## src/rtl/fpu_ret_pkg.sv

```systemverilog
// Shared definitions for the FP retire collector: word width, port count,
// IEEE flag bit positions and the round-robin pointer increment.
package fpu_ret_pkg;

    localparam int RET_W = 14;
    localparam int NPORT = 6;

    localparam int FLG_NV = 4;
    localparam int FLG_DZ = 3;
    localparam int FLG_OF = 2;
    localparam int FLG_UF = 1;
    localparam int FLG_NX = 0;

    typedef logic [RET_W-1:0] ret_word_t;

    function automatic logic [2:0] port_inc(input logic [2:0] k);
        return (k == 3'(NPORT - 1)) ? 3'd0 : k + 3'd1;
    endfunction

endpackage

```

## src/rtl/fpu_ret_fifo.sv

```systemverilog
// Per-port completion FIFO. A push into a full FIFO is still accepted when
// the same cycle pops it; free_nxt reports the free slots after this edge.
module fpu_ret_fifo
    import fpu_ret_pkg::*;
#(
    parameter int DEPTH = 4,
    localparam int AW = $clog2(DEPTH),
    localparam int CW = AW + 1
) (
    input  logic          clk,
    input  logic          rst,
    input  logic          push,
    input  logic          pop,
    input  ret_word_t     din,
    output ret_word_t     dout,
    output logic          full,
    output logic          empty,
    output logic [CW-1:0] free_nxt
);

    ret_word_t       mem [DEPTH];
    logic [AW-1:0]   wr_ptr;
    logic [AW-1:0]   rd_ptr;
    logic [CW-1:0]   cnt;
    logic [CW-1:0]   cnt_nxt;
    logic            push_ok;

    assign full    = (cnt == CW'(DEPTH));
    assign empty   = (cnt == '0);
    assign push_ok = push & (~full | pop);
    assign dout    = mem[rd_ptr];

    always_comb begin
        cnt_nxt = cnt;
        if (push_ok && !pop)
            cnt_nxt = cnt + CW'(1);
        else if (!push_ok && pop)
            cnt_nxt = cnt - CW'(1);
    end

    assign free_nxt = CW'(DEPTH) - cnt_nxt;

    always_ff @(posedge clk or negedge rst) begin
        if (!rst) begin
            wr_ptr <= '0;
            rd_ptr <= '0;
            cnt    <= '0;
        end else begin
            if (push_ok) wr_ptr <= wr_ptr + AW'(1);
            if (pop)     rd_ptr <= rd_ptr + AW'(1);
            cnt <= cnt_nxt;
        end
    end

    // Storage carries no reset; occupancy alone decides what is valid.
    always_ff @(posedge clk) begin
        if (push_ok) mem[wr_ptr] <= din;
    end

endmodule

```

## src/rtl/fpu_ret_collect.sv

```systemverilog
// Retire-side collector: six non-stallable completion streams buffered per
// port, drained round-robin through one output register with sticky flags.
module fpu_ret_collect
    import fpu_ret_pkg::*;
#(
    parameter int DEPTH     = 4,
    parameter int AFULL_LVL = 2
) (
    input  logic              clk,
    input  logic              rst,
    input  logic [RET_W-1:0]  u1_ret,
    input  logic [RET_W-1:0]  u2_ret,
    input  logic [RET_W-1:0]  u3_ret,
    input  logic [RET_W-1:0]  u4_ret,
    input  logic [RET_W-1:0]  u5_ret,
    input  logic [RET_W-1:0]  u6_ret,
    input  logic              u1_ret_en,
    input  logic              u2_ret_en,
    input  logic              u3_ret_en,
    input  logic              u4_ret_en,
    input  logic              u5_ret_en,
    input  logic              u6_ret_en,
    output logic [NPORT-1:0]  stall_port,
    output logic              out_valid,
    input  logic              out_ready,
    output logic [RET_W-1:0]  out_ret,
    output logic [2:0]        out_port,
    input  logic              flag_clr,
    output logic [4:0]        fpflags,
    output logic              ovf_err
);

    localparam int CW = $clog2(DEPTH) + 1;

    ret_word_t         in_word   [NPORT];
    ret_word_t         fifo_dout [NPORT];
    logic [CW-1:0]     free_nxt  [NPORT];
    logic [NPORT-1:0]  in_en;
    logic [NPORT-1:0]  full;
    logic [NPORT-1:0]  empty;
    logic [NPORT-1:0]  pop;
    logic [NPORT-1:0]  ovf;

    logic [2:0]        rr;
    logic [2:0]        gnt_idx;
    logic              gnt_vld;
    logic              load;
    logic              fire;

    assign in_word = '{u1_ret, u2_ret, u3_ret, u4_ret, u5_ret, u6_ret};
    assign in_en   = {u6_ret_en, u5_ret_en, u4_ret_en, u3_ret_en, u2_ret_en, u1_ret_en};

    for (genvar i = 0; i < NPORT; i++) begin : g_port
        fpu_ret_fifo #(.DEPTH(DEPTH)) u_fifo (
            .clk      (clk),
            .rst      (rst),
            .push     (in_en[i]),
            .pop      (pop[i]),
            .din      (in_word[i]),
            .dout     (fifo_dout[i]),
            .full     (full[i]),
            .empty    (empty[i]),
            .free_nxt (free_nxt[i])
        );
        assign pop[i] = load & gnt_vld & (gnt_idx == 3'(i));
        assign ovf[i] = in_en[i] & full[i] & ~pop[i];
    end

    // First non-empty port at or after rr, wrapping modulo NPORT.
    always_comb begin
        gnt_vld = 1'b0;
        gnt_idx = '0;
        for (int j = 0; j < NPORT; j++) begin
            int idx;
            idx = int'(rr) + j;
            if (idx >= NPORT) idx = idx - NPORT;
            if (!gnt_vld && !empty[idx]) begin
                gnt_vld = 1'b1;
                gnt_idx = 3'(idx);
            end
        end
    end

    assign fire = out_valid & out_ready;
    assign load = ~out_valid | out_ready;

    always_ff @(posedge clk or negedge rst) begin
        if (!rst) begin
            out_valid <= 1'b0;
            out_ret   <= '0;
            out_port  <= '0;
            rr        <= '0;
        end else if (load) begin
            out_valid <= gnt_vld;
            if (gnt_vld) begin
                out_ret  <= fifo_dout[gnt_idx];
                out_port <= gnt_idx;
                rr       <= port_inc(gnt_idx);
            end
        end
    end

    // Sticky state: a same-cycle set always survives a clear.
    always_ff @(posedge clk or negedge rst) begin
        if (!rst) begin
            fpflags <= '0;
            ovf_err <= 1'b0;
        end else begin
            fpflags <= (flag_clr ? 5'd0 : fpflags) | (fire ? out_ret[FLG_NV:FLG_NX] : 5'd0);
            ovf_err <= (flag_clr ? 1'b0 : ovf_err) | (|ovf);
        end
    end

    always_ff @(posedge clk or negedge rst) begin
        if (!rst) begin
            stall_port <= '0;
        end else begin
            for (int i = 0; i < NPORT; i++)
                stall_port[i] <= (int'(free_nxt[i]) <= AFULL_LVL);
        end
    end

endmodule

```

## config.mk

```make
export PLATFORM = sky130hd
export DESIGN_NAME = fpu_ret_collect
export DESIGN_NICKNAME = d
export VERILOG_FILES = /design/src/rtl/fpu_ret_pkg.sv /design/src/rtl/fpu_ret_fifo.sv /design/src/rtl/fpu_ret_collect.sv
export SDC_FILE = /design/constraint.sdc
export NUM_CORES = 1
export LEC_CHECK = 0
export CORE_MARGIN = 2
export CORE_UTILIZATION = 45
export DETAILED_ROUTE_END_ITERATION = 10
export GPL_TIMING_DRIVEN = 0
export PLACE_DENSITY = 0.73
export SETUP_SLACK_MARGIN = 0.15
export SLEW_MARGIN = 25
export SYNTH_ARGS = -nofsm -noshare
export SYNTH_HDL_FRONTEND = slang
export SYNTH_SLANG_ARGS = --single-unit
```

## constraint.sdc

```tcl
create_clock -name clk -period 5.5 [get_ports clk]
set_input_delay 0.825 -clock clk [delete_from_list [all_inputs] [get_ports clk]]
set_output_delay 0.825 -clock clk [all_outputs]
set_load 0.1 [all_outputs]
```

-- Yosys cells after proc, flatten, opt, wreduce, memory -nomap -nowiden
Memories as Yosys holds them, arrays and structs flattened.
Cells that the tools add are included.
- memory bits (writable): 336
- register bits: 75
- memories kept: 6
- output and inout bits: 30
- input bits: 94
- logic and storage cells: 266
- memories (memory ; depth ; bits a word ; read ports ; clocked after Yosys merged registers in ; write ports ; RTL line ; RTL):
    g_port[0].u_fifo.mem ; 4 ; 14 ; 1 ; 0 ; 1 ; fpu_ret_fifo.sv:21 ; ret_word_t mem [DEPTH];
    g_port[1].u_fifo.mem ; 4 ; 14 ; 1 ; 0 ; 1 ; fpu_ret_fifo.sv:21 ;
    g_port[2].u_fifo.mem ; 4 ; 14 ; 1 ; 0 ; 1 ; fpu_ret_fifo.sv:21 ;
    g_port[3].u_fifo.mem ; 4 ; 14 ; 1 ; 0 ; 1 ; fpu_ret_fifo.sv:21 ;
    g_port[4].u_fifo.mem ; 4 ; 14 ; 1 ; 0 ; 1 ; fpu_ret_fifo.sv:21 ;
    g_port[5].u_fifo.mem ; 4 ; 14 ; 1 ; 0 ; 1 ; fpu_ret_fifo.sv:21 ;
- $add $sub $neg: 42
- magnitude comparators: 19
- equality and inequality tests: 11
- reductions and logical operators: 47
- muxes and demuxes: 67
- bitwise gates (word level): 49
- operators with widths (operator ; number):
    32-bit by 5-bit less-than comparator with 1-bit output (second input constant) ; 6
    32-bit two-way mux ; 6
    3-bit two-way mux ; 19
    14-bit binary-select mux with 3-bit select ; 1
    1-bit two-way mux ; 31
    14-bit two-way mux ; 2
    1-bit bitwise AND ; 26
    4-bit by 3-bit subtractor with 5-bit output (second input constant) ; 5
    2-bit by 1-bit adder with 2-bit output (second input constant) ; 12
    3-bit equality test (second input constant) ; 8
    3-bit by 1-bit adder with 3-bit output (second input constant) ; 7
    1-bit zero test ; 21
    3-bit zero test ; 7
    4-bit by 3-bit greater-or-equal comparator with 1-bit output (second input constant) ; 5
    1-bit binary-select mux with 3-bit select ; 6
    3-bit by 2-bit <= comparator with 1-bit output (second input constant) ; 6
    3-bit by 1-bit subtractor with 3-bit output (second input constant) ; 6
    3-bit subtractor (first input constant) ; 6
    1-bit logical AND ; 17
    1-bit NOT ; 13
    5-bit two-way mux ; 2
    3-bit by 2-bit adder with 4-bit output (second input constant) ; 2
    3-bit by 3-bit adder with 4-bit output (second input constant) ; 2
    1-bit bitwise OR ; 8
    other kinds (10) ; 11

-- Logic depth before layout (Yosys ltp)
Gate-level depths: netlist (run 1).
- depth after elaboration: 31
- gate-level depth with buffers: 27
- mapped depth without buffers: 22

-- Modules after synthesis
Synthesis (run 1) repeated with hierarchy kept, for this count alone.
- cells, all modules: 1118
- area total of the unflattened synthesis: 18911.9 um2
- by module, submodules not included (module ; seq. area each (um2) ; times used ; area an instance (um2) ; cells an instance):
    fpu_ret_fifo (g_port[0].u_fifo ...) ; 1856.8 ; 4 ; 2666.3 ; 130
    fpu_ret_collect ; 825.8 ; 1 ; 3115.5 ; 342
    fpu_ret_fifo (g_port[2].u_fifo) ; 1856.8 ; 1 ; 2567.5 ; 128
    fpu_ret_fifo (g_port[4].u_fifo) ; 1856.8 ; 1 ; 2563.7 ; 128

-- Worst setup path before layout (run 1)
Ideal clock, no wire load.
- path kind: flip-flop to flip-flop
- start: reg rr[0]
- end: reg stall_port[3]
- buffers on the path: 6
- arrival: 5.720 ns
- slack: -0.297 ns
- required time: 5.423 ns
- period minus slack after synthesis: 5.797 ns
- stages on the path, launching flop included: 28
- library setup time: 0.077 ns
- cells stage by stage: dfrtp_1 > buf_2 > buf_2 > inv_1 > ha_1 > xor2_1 > inv_1 > ha_1 > a211oi_1 > a21boi_0 > xnor2_1 > o22ai_1 > or4_1 > or3b_1 > buf_2 > buf_4 > and2_1 > clkbuf_1 > ha_1 > and2_1 > clkbuf_1 > o21ai_0 > nor2_1 > or2_2 > xnor2_1 > ha_1 > xor2_1 > a21oi_1
- cells in the longest elaborated chain, start to end: 31
- elaborated cells on any way between the ends: 80
- classes of those cells: add/sub: 12; order compare: 7; eq/ne: 1; mux: 38; bitwise: 4; reduce/logical: 18
- ends and longest elaborated chain (element ; RTL line ; RTL):
    start, declared ; fpu_ret_collect.sv:44 ; logic [2:0] rr;
    start signal, assigned ; fpu_ret_collect.sv:98 ; rr <= port_inc(gnt_idx);
    3-bit by 1-bit adder with 4-bit output ; fpu_ret_collect.sv:75 ; idx = int'(rr) + j;
    4-bit by 3-bit subtractor with 5-bit output or 4-bit by 3-bit greater-or-equal comparator with 1-bit output (tied branches) ; fpu_ret_collect.sv:76 ; if (idx >= NPORT) idx = idx - NPORT;
    32-bit two-way mux ; fpu_ret_collect.sv:76 ;
    1-bit binary-select mux with 3-bit select ; fpu_ret_collect.sv:77 ; if (!gnt_vld && !empty[idx]) begin
    1-bit two-way mux (implied by the code) (2 in a row) ; fpu_ret_collect.sv:77 ;
    1-bit zero test ; fpu_ret_collect.sv:77 ;
    1-bit logical AND ; fpu_ret_collect.sv:77 ;
    1-bit two-way mux ; fpu_ret_collect.sv:77 ;
    (+14 left out) ; -- ;
    1-bit bitwise OR ; fpu_ret_fifo.sv:30 ; assign push_ok = push & (~full | pop);
    1-bit bitwise AND ; fpu_ret_fifo.sv:30 ;
    1-bit zero test ; fpu_ret_fifo.sv:37 ; else if (!push_ok && pop)
    1-bit logical AND ; fpu_ret_fifo.sv:37 ;
    3-bit two-way mux ; fpu_ret_fifo.sv:37 ;
    3-bit two-way mux * ; fpu_ret_fifo.sv:35 ; if (push_ok && !pop)
    3-bit subtractor * ; fpu_ret_fifo.sv:41 ; assign free_nxt = CW'(DEPTH) - cnt_nxt;
    3-bit by 2-bit <= comparator with 1-bit output * ; fpu_ret_collect.sv:119 ; stall_port[i] <= (int'(free_nxt[i]) <= AFULL_LVL);
    end signal, assigned by index ; fpu_ret_collect.sv:119 ;
    end, declared ; fpu_ret_collect.sv:23 ; output logic [NPORT-1:0] stall_port,
Mark *: on every way between the ends. The rest lies on a longest branch, timed or not. The select of a mux whose other input is x is not followed.
A chain may end at the register's enable or synchronous reset.

-- Final worst setup path (run 1)
Same ends and word-level chain as after synthesis.

==> results of run 1 <==
state kept, by name (all words and copies together) (netlist names):
signal / flops
g_port.u_fifo.mem: 336
g_port.u_fifo.cnt: 18
out_ret: 14
g_port.u_fifo.rd_ptr: 12
g_port.u_fifo.wr_ptr: 12
stall_port: 6
fpflags: 5
out_port: 3
rr: 3
out_valid: 1
ovf_err: 1
kinds of logic after synthesis:
kind of cell / share of synthesized area [%]
AO/OA/AOI/OAI: 7.008
flip-flops: 65.01
adder cells (fa/ha/maj): 4.350
AND/OR/NAND/NOR: 6.464
XOR/XNOR: 1.563
buffers and inverters: 2.202
multiplexers: 13.40
metal layers:
layer	GRT usage [%]	part of all wire, %	wire length (um)	up-vias
met5	0	0	0	-
met4	6.250	2.4	1001	0
met3	3.926	6.3	2622	62
met2	33.02	49	20700	317
met1	27.16	42	17560	5415
li1	-	-	-	4852
per-stage QoR:
step | hold WS, ns | worst slack, ns | TNS [ns] | utilization, % | cell area (sq um)
2_1_floorplan | 0.5116 | 0.1553 | 0 | - | 18510
3_3_place_gp | 0.5135 | -0.5960 | -53.00 | 50.18 | 20400
3_5_place_dp | 0.5152 | -0.5820 | -62.18 | 50.25 | 20430
4_1_cts | 0.1003 | 0.1574 | 0 | 54.57 | 22180
5_1_grt | 0.1172 | 0.01191 | 0 | 54.82 | 22280
6_report | 0.1196 | 0.2118 | 0 | 54.82 | 22280
worst reg2reg max path: stages (launching register included):
cell and delay [ns]:
dfrtp_1 0.39, buf_6 0.13, buf_12 0.14, inv_8 0.07, ha_4 0.22, or4bb_1 0.57
a31oi_2 0.22, o31a_1 0.24, o22ai_4 0.10, or4_4 0.53, or3b_4 0.39, buf_6 0.14
buf_6 0.14, and2_4 0.17, clkbuf_8 0.17, ha_4 0.18, and2_1 0.14, clkbuf_8 0.16
o21ai_4 0.13, nor2_2 0.06, or2_4 0.25, xnor2_2 0.14, ha_1 0.21, xor2_1 0.16
a21oi_1 0.16
how the worst max path moves through the flow:
| stage | endpoint | slack [ns] |
|---|---|---|
| 5_1_grt | stall_port[3]$_DFF_PN0_ | 0.01 |
| 2_1_floorplan | stall_port[3]$_DFF_PN0_ | 0.16 |
| 6_report | stall_port[3]$_DFF_PN0_ | 0.21 |
| 4_1_cts | stall_port[3]$_DFF_PN0_ | 0.16 |
| 3_3_place_gp | stall_port[3]$_DFF_PN0_ | -0.60 |
| 3_5_place_dp | g_port[3].u_fifo.mem[2][7]$_DFFE_PP_ | -0.58 |
what timing repair did:
| item | CTS | global route |
|---|---|---|
| pin swaps | 8 | 8 |
| setup endpoints to repair | 342 | 340 |
| setup buffers | 12 | 2 |
| resized for setup | 47 | 36 |
placed cells by master (no fill, tap or decap), types with 8 or more instances in the layout:
cell type / instances
a22oi_1: 9
nor3_1: 12
nor2_1: 17
ha_1: 60
dfrtp_1: 73
and2_2: 16
inv_1: 46
nand2b_1: 11
mux4_2: 84
a32oi_1: 10
nand2_1: 63
buf_4: 14
a31oi_1: 8
a211oi_1: 15
and2_4: 9
o21ai_0: 34
edfxtp_1: 336
xnor2_1: 24
a21oi_1: 25
mux2i_1: 46
clkdlybuf4s50_1: 121
nand3_1: 15
clkbuf_1: 36
clkbuf_16: 46
and2_1: 14
final cells by class:
class                   count  area (sq um)
flip-flops and latches    411         11970
fillers                  3161         18370
clock inverters            22         292.8
clock buffers              58          1226
multi-input cells         631          6279
repair buffers            137          1355
inverters                  51         210.2
well taps                 532         665.6
plain buffers              50         284.0
==> flow_metrics.env, run 1 <==
export IMPL_grt_use_total_pct=20.09
export IMPL_post_dp_hpwl_um=28850
export IMPL_dominantRegCellSynth="edfxtp_1"
export IMPL_path_cells="buf_6 > buf_12 > inv_8 > ha_4 > or4bb_1 > a31oi_2 > o31a_1 > o22ai_4 > or4_4 > or3b_4 > buf_6 > buf_6 > and2_4 > clkbuf_8 > ha_4 > and2_1 > clkbuf_8 > o21ai_4 > nor2_2 > or2_4 > xnor2_2 > ha_1 > xor2_1 > a21oi_1"
export IMPL_critical_path_max_stage_delay_ns=0.56
export IMPL_synth_nets=1301
export IMPL_rr_worst_depth=24
export IMPL_vias=10646
export IMPL_finalHoldViolCount=0
export IMPL_finalCritPeriodShare_pct=96.15
export IMPL_core_sq_um=40650
export IMPL_path_buf_inv=7
export IMPL_netlist_area_leader_share_pct=54.81
export IMPL_fin_crit_ns=5.288
export IMPL_timing_rr_start="rr[0]$_DFFE_PN0P_"
export IMPL_start_util_pct=45.29
export IMPL_synth_edf_count=336
export IMPL_max_clock_freq_ghz=0.1891
export IMPL_ctsHoldBuffers=0
export IMPL_worst_pin_slew_ns=1.040
export IMPL_syn_avg_cell_area_sq_um=16.10
export IMPL_yosysWarningCount=0
export IMPL_r2r_end="stall_port[3]$_DFF_PN0_"
export IMPL_clk_latency_ns=0.57
export IMPL_cp_arrival_ns=5.77
export IMPL_max_slew_margin_rel_pct=30.42
export IMPL_place_congestion=0.8878
export IMPL_required_ns=5.98
export IMPL_yosys_area_top_type="edfxtp_1"
export IMPL_status="completed"
export IMPL_io_buffer_count=122
export IMPL_ff2ff_setup_slack_ns=0.21
export IMPL_clk_path_buf_depth=3
export IMPL_synth_seq_cells=411
export IMPL_critPathLaunch="rr[0]$_DFFE_PN0P_"
export IMPL_fp_dieW_um=206.3
export IMPL_antennaDiodeCount=0
export IMPL_drive_gt1_share_pct=19.63
export IMPL_synth_async_reset_ratio_pct=18.25
export IMPL_grt_max_degree=50
export IMPL_drt_iter0_drc=718
export IMPL_fin_cells=1892
export IMPL_crit_fanout=10
export IMPL_drc=0
export IMPL_syn_area_sq_um=18410
export IMPL_ys_top_cells_by_count="edfxtp_1, mux4_2, dfrtp_1, nand2_1, ha_1"
export IMPL_gr_total_overflow=0
export IMPL_dieArea_sq_um=42540
export IMPL_ant_nets=0
export IMPL_final_setup_viol_count=0
export IMPL_synth_distinct_cells=85
export IMPL_path_depth=24
export IMPL_crit_family="simple AND/OR/NAND/NOR gates"
export IMPL_seq_area_frac_synth_pct=65.01
export IMPL_wire_per_inst_um=22.14
export IMPL_fin_skew_ns=0.02971
export IMPL_ios=124
export IMPL_synthCells=1143
export IMPL_htree_levels=2
export IMPL_grt_pass1_wl_um=63070
export IMPL_crit_type="reg2reg"
export IMPL_rows=74
export IMPL_grt_pass1_vias=10771
export IMPL_clkSlewWorstSetupHoldPaths_ns=0.07
export IMPL_drt_pass1_iter_count=6
export IMPL_die_h_um=206.3
export IMPL_start_kind="flip-flop"
export IMPL_area_growth_pct=21.04
export IMPL_rsz0062_at_grt="yes"
export IMPL_end_kind="flip-flop"
export IMPL_cts_tree="built"
export IMPL_maxCapViolCount=0
export IMPL_synth_area_leaders="edfxtp_1, mux4_2, dfrtp_1, ha_1, mux2i_1"
export IMPL_antenna_found_initial=0
export IMPL_slowest_stage="or4bb_1"
export IMPL_numCtsBuffers=44
export IMPL_clock_sinks=411
export IMPL_viasPerCell=5.627
export IMPL_dpl_cell_count=1798
export IMPL_slew_viol_final=0
export IMPL_crit_path_frequent_cell="buf_6"
export IMPL_clockRootBuffer="clkbuf_16"
export IMPL_hold_class="in2async"
export IMPL_synth_most_common_cell="edfxtp_1"
export IMPL_wl_um=41880
export IMPL_nets=1484
Power of run 1 is left out: the tool's default activity adds up to more than one toggle a clock period on the data nets, which glitch-free logic cannot reach.
==> run 2, diff against run 1 <==
--- a/config.mk
+++ b/config.mk
@@ -9,7 +9,7 @@
 export CORE_UTILIZATION = 45
 export DETAILED_ROUTE_END_ITERATION = 10
 export GPL_TIMING_DRIVEN = 0
-export PLACE_DENSITY = 0.73
+export PLACE_DENSITY = 0.71
 export SETUP_SLACK_MARGIN = 0.15
 export SLEW_MARGIN = 25
 export SYNTH_ARGS = -nofsm -noshare
==> constraint.sdc (replaced) <==
create_clock -name clk -period 5.2 [get_ports clk]
set_input_delay 0.78 -clock clk [delete_from_list [all_inputs] [get_ports clk]]
set_output_delay 0.78 -clock clk [all_outputs]
set_load 0.1 [all_outputs]
==> run 2 against run 1 <==
Register-to-register slack worse by 0.15 ns. Non-clock buffer count up 27. Routed wire length up 1.2%. Worst setup slack worse by 0.15 ns. Clock skew down 0.0019 ns. Final cell count up 1.5%. Global-route usage up 0.27 points. Die area unchanged. Clock-buffer cell count up 3. Critical endpoint unchanged. Largest cell class unchanged.
==> flow_metrics.env, run 2 (synthesis gave the netlist of run 1 again) <==
export IMPL_status="completed"
export IMPL_die_h_um=206.3
export IMPL_post_dp_hpwl_um=29350
export IMPL_grt_max_degree=49
export IMPL_ios=124
export IMPL_place_congestion=0.8631
export IMPL_drt_iter0_drc=679
export IMPL_ff2ff_setup_slack_ns=0.06
export IMPL_numCtsBuffers=44
export IMPL_start_kind="flip-flop"
export IMPL_end_kind="flip-flop"
export IMPL_seq_area_sq_um=11970
export IMPL_rows=74
export IMPL_ctsHoldBuffers=0
export IMPL_nets=1511
export IMPL_multiInputGateArea_sq_um=6371
export IMPL_crit_type="reg2reg"
export IMPL_regMostFlops="g_port.u_fifo.mem"
export IMPL_fp_dieW_um=206.3
export IMPL_start_util_pct=45.29
export IMPL_grt_pass1_vias=10860
export IMPL_dieArea_sq_um=42540
export IMPL_io_buffer_count=122
export IMPL_viasPerCell=5.608
export IMPL_finalCritPeriodShare_pct=98.87
export IMPL_max_clock_freq_ghz=0.1945
export IMPL_rsz0062_at_grt="yes"
export IMPL_slew_viol_final=0
export IMPL_finalHoldViolCount=0
export IMPL_critPathCapture="stall_port[3]$_DFF_PN0_"
export IMPL_clock_sinks=411
export IMPL_fin_crit_ns=5.141
export IMPL_gr_total_overflow=0
export IMPL_drc=0
export IMPL_fin_skew_ns=0.02784
export IMPL_largest_reg_flops=336
export IMPL_stdcell_area_sq_um=22440
export IMPL_final_setup_viol_count=0
export IMPL_rr_worst_depth=25
export IMPL_clockRootBuffer="clkbuf_16"
export IMPL_cp_arrival_ns=5.62
export IMPL_critPathLaunch="rr[1]$_DFFE_PN0P_"
export IMPL_timing_rr_start="rr[1]$_DFFE_PN0P_"
export IMPL_fill_cells=3197
export IMPL_worst_pin_slew_ns=1.011
export IMPL_clk_path_buf_depth=3
export IMPL_ant_nets=0
export IMPL_clk_latency_ns=0.58
export IMPL_r2r_end="stall_port[3]$_DFF_PN0_"
export IMPL_grt_use_total_pct=20.36
export IMPL_clkSlewWorstSetupHoldPaths_ns=0.06
export IMPL_antenna_found_initial=0
export IMPL_cts_tree="built"
export IMPL_wire_per_inst_um=22.08
export IMPL_htree_levels=2
export IMPL_final_common_cell="edfxtp_1"
export IMPL_setup_tns_final_ns=0
export IMPL_max_slew_margin_rel_pct=32.42
export IMPL_vias=10768
export IMPL_maxCapViolCount=0
export IMPL_hold_class="in2async"
export IMPL_drive_gt1_share_pct=21.20
export IMPL_area_growth_pct=21.89
export IMPL_dpl_cell_area_sq_um=20480
export IMPL_drt_pass1_iter_count=7
export IMPL_largestRegisters="g_port.u_fifo.mem: 336 flops, g_port.u_fifo.cnt: 18 flops, out_ret: 14 flops"
export IMPL_core_sq_um=40650
export IMPL_grt_pass1_wl_um=63800
export IMPL_final_cell_mix="edfxtp_1, clkdlybuf4s50_1, mux4_2"
export IMPL_wl_um=42400
export IMPL_crit_fanout=7
export IMPL_required_ns=5.68
## run 2: routing by layer
layer	GRT usage (%)	vias up	wire, um
li1	-	4891	-
met1	27.34	5437	17740
met2	33.44	371	20640
met3	4.226	69	2866
met4	6.454	0	1153
met5	0	-	0
## run 2: worst min-delay path by stage
stage                             from                 endpoint
2_1_floorplan                      rst     fpflags[0]$_DFF_PN0_
3_3_place_gp   out_port[0]$_DFFE_PN0P_  out_port[0]$_DFFE_PN0P_
3_5_place_dp      fpflags[2]$_DFF_PN0_     fpflags[2]$_DFF_PN0_
4_1_cts                            rst     fpflags[3]$_DFF_PN0_
5_1_grt                            rst     fpflags[3]$_DFF_PN0_
6_report                           rst     fpflags[3]$_DFF_PN0_
## run 2: through the flow
step / utilization (%) / instances / hold WS, ns / setup slack [ns]
3_3_place_gp: 50.31 / 1797 / 0.5124 / -0.6669
6_report: 55.20 / 1920 / 0.07852 / 0.05892
3_5_place_dp: 50.38 / 1798 / 0.5212 / -0.7260
5_1_grt: 55.19 / 1919 / 0.08261 / -0.1301
2_1_floorplan: - / 1143 / 0.4844 / 0.1385
4_1_cts: 54.49 / 1899 / 0.05867 / 0.04155
## run 2: timing repair
| item | 4_1_cts | 5_1_grt |
|---|---|---|
| gates resized for setup | 58 | 38 |
| pin swaps | 18 | 15 |
| setup buffers | 21 | 20 |
| endpoints found under the setup margin | 346 | 342 |
## run 2: layout make-up
| cell class | instances | area share, % |
|---|---|---|
| multi-input cells | 631 | 28.40 |
| diodes | 1 | 0.01115 |
| flip-flops and latches | 411 | 53.34 |
| clock buffers | 61 | 5.287 |
| inverters | 51 | 0.9369 |
| plain buffers | 50 | 1.316 |
| clock inverters | 19 | 0.7305 |
| repair buffers | 164 | 7.015 |
| well taps | 532 | 2.967 |
## run 2: critical path, stage by stage (launching register included)
cell,delay [ns]
dfrtp_2,0.44
buf_6,0.14
inv_8,0.04
ha_4,0.32
clkinvlp_4,0.13
ha_4,0.19
a211oi_4,0.29
a21boi_4,0.27
xnor2_2,0.14
o22ai_2,0.10
or4_4,0.53
or3b_4,0.39
buf_6,0.13
buf_8,0.12
and2_4,0.17
clkbuf_16,0.14
ha_4,0.17
and2_4,0.14
buf_8,0.12
o21ai_4,0.15
nor2_4,0.04
or2_4,0.26
xnor2_2,0.15
ha_2,0.19
xor2_1,0.15
a21oi_1,0.15
Power of run 2 is left out for the same reason.
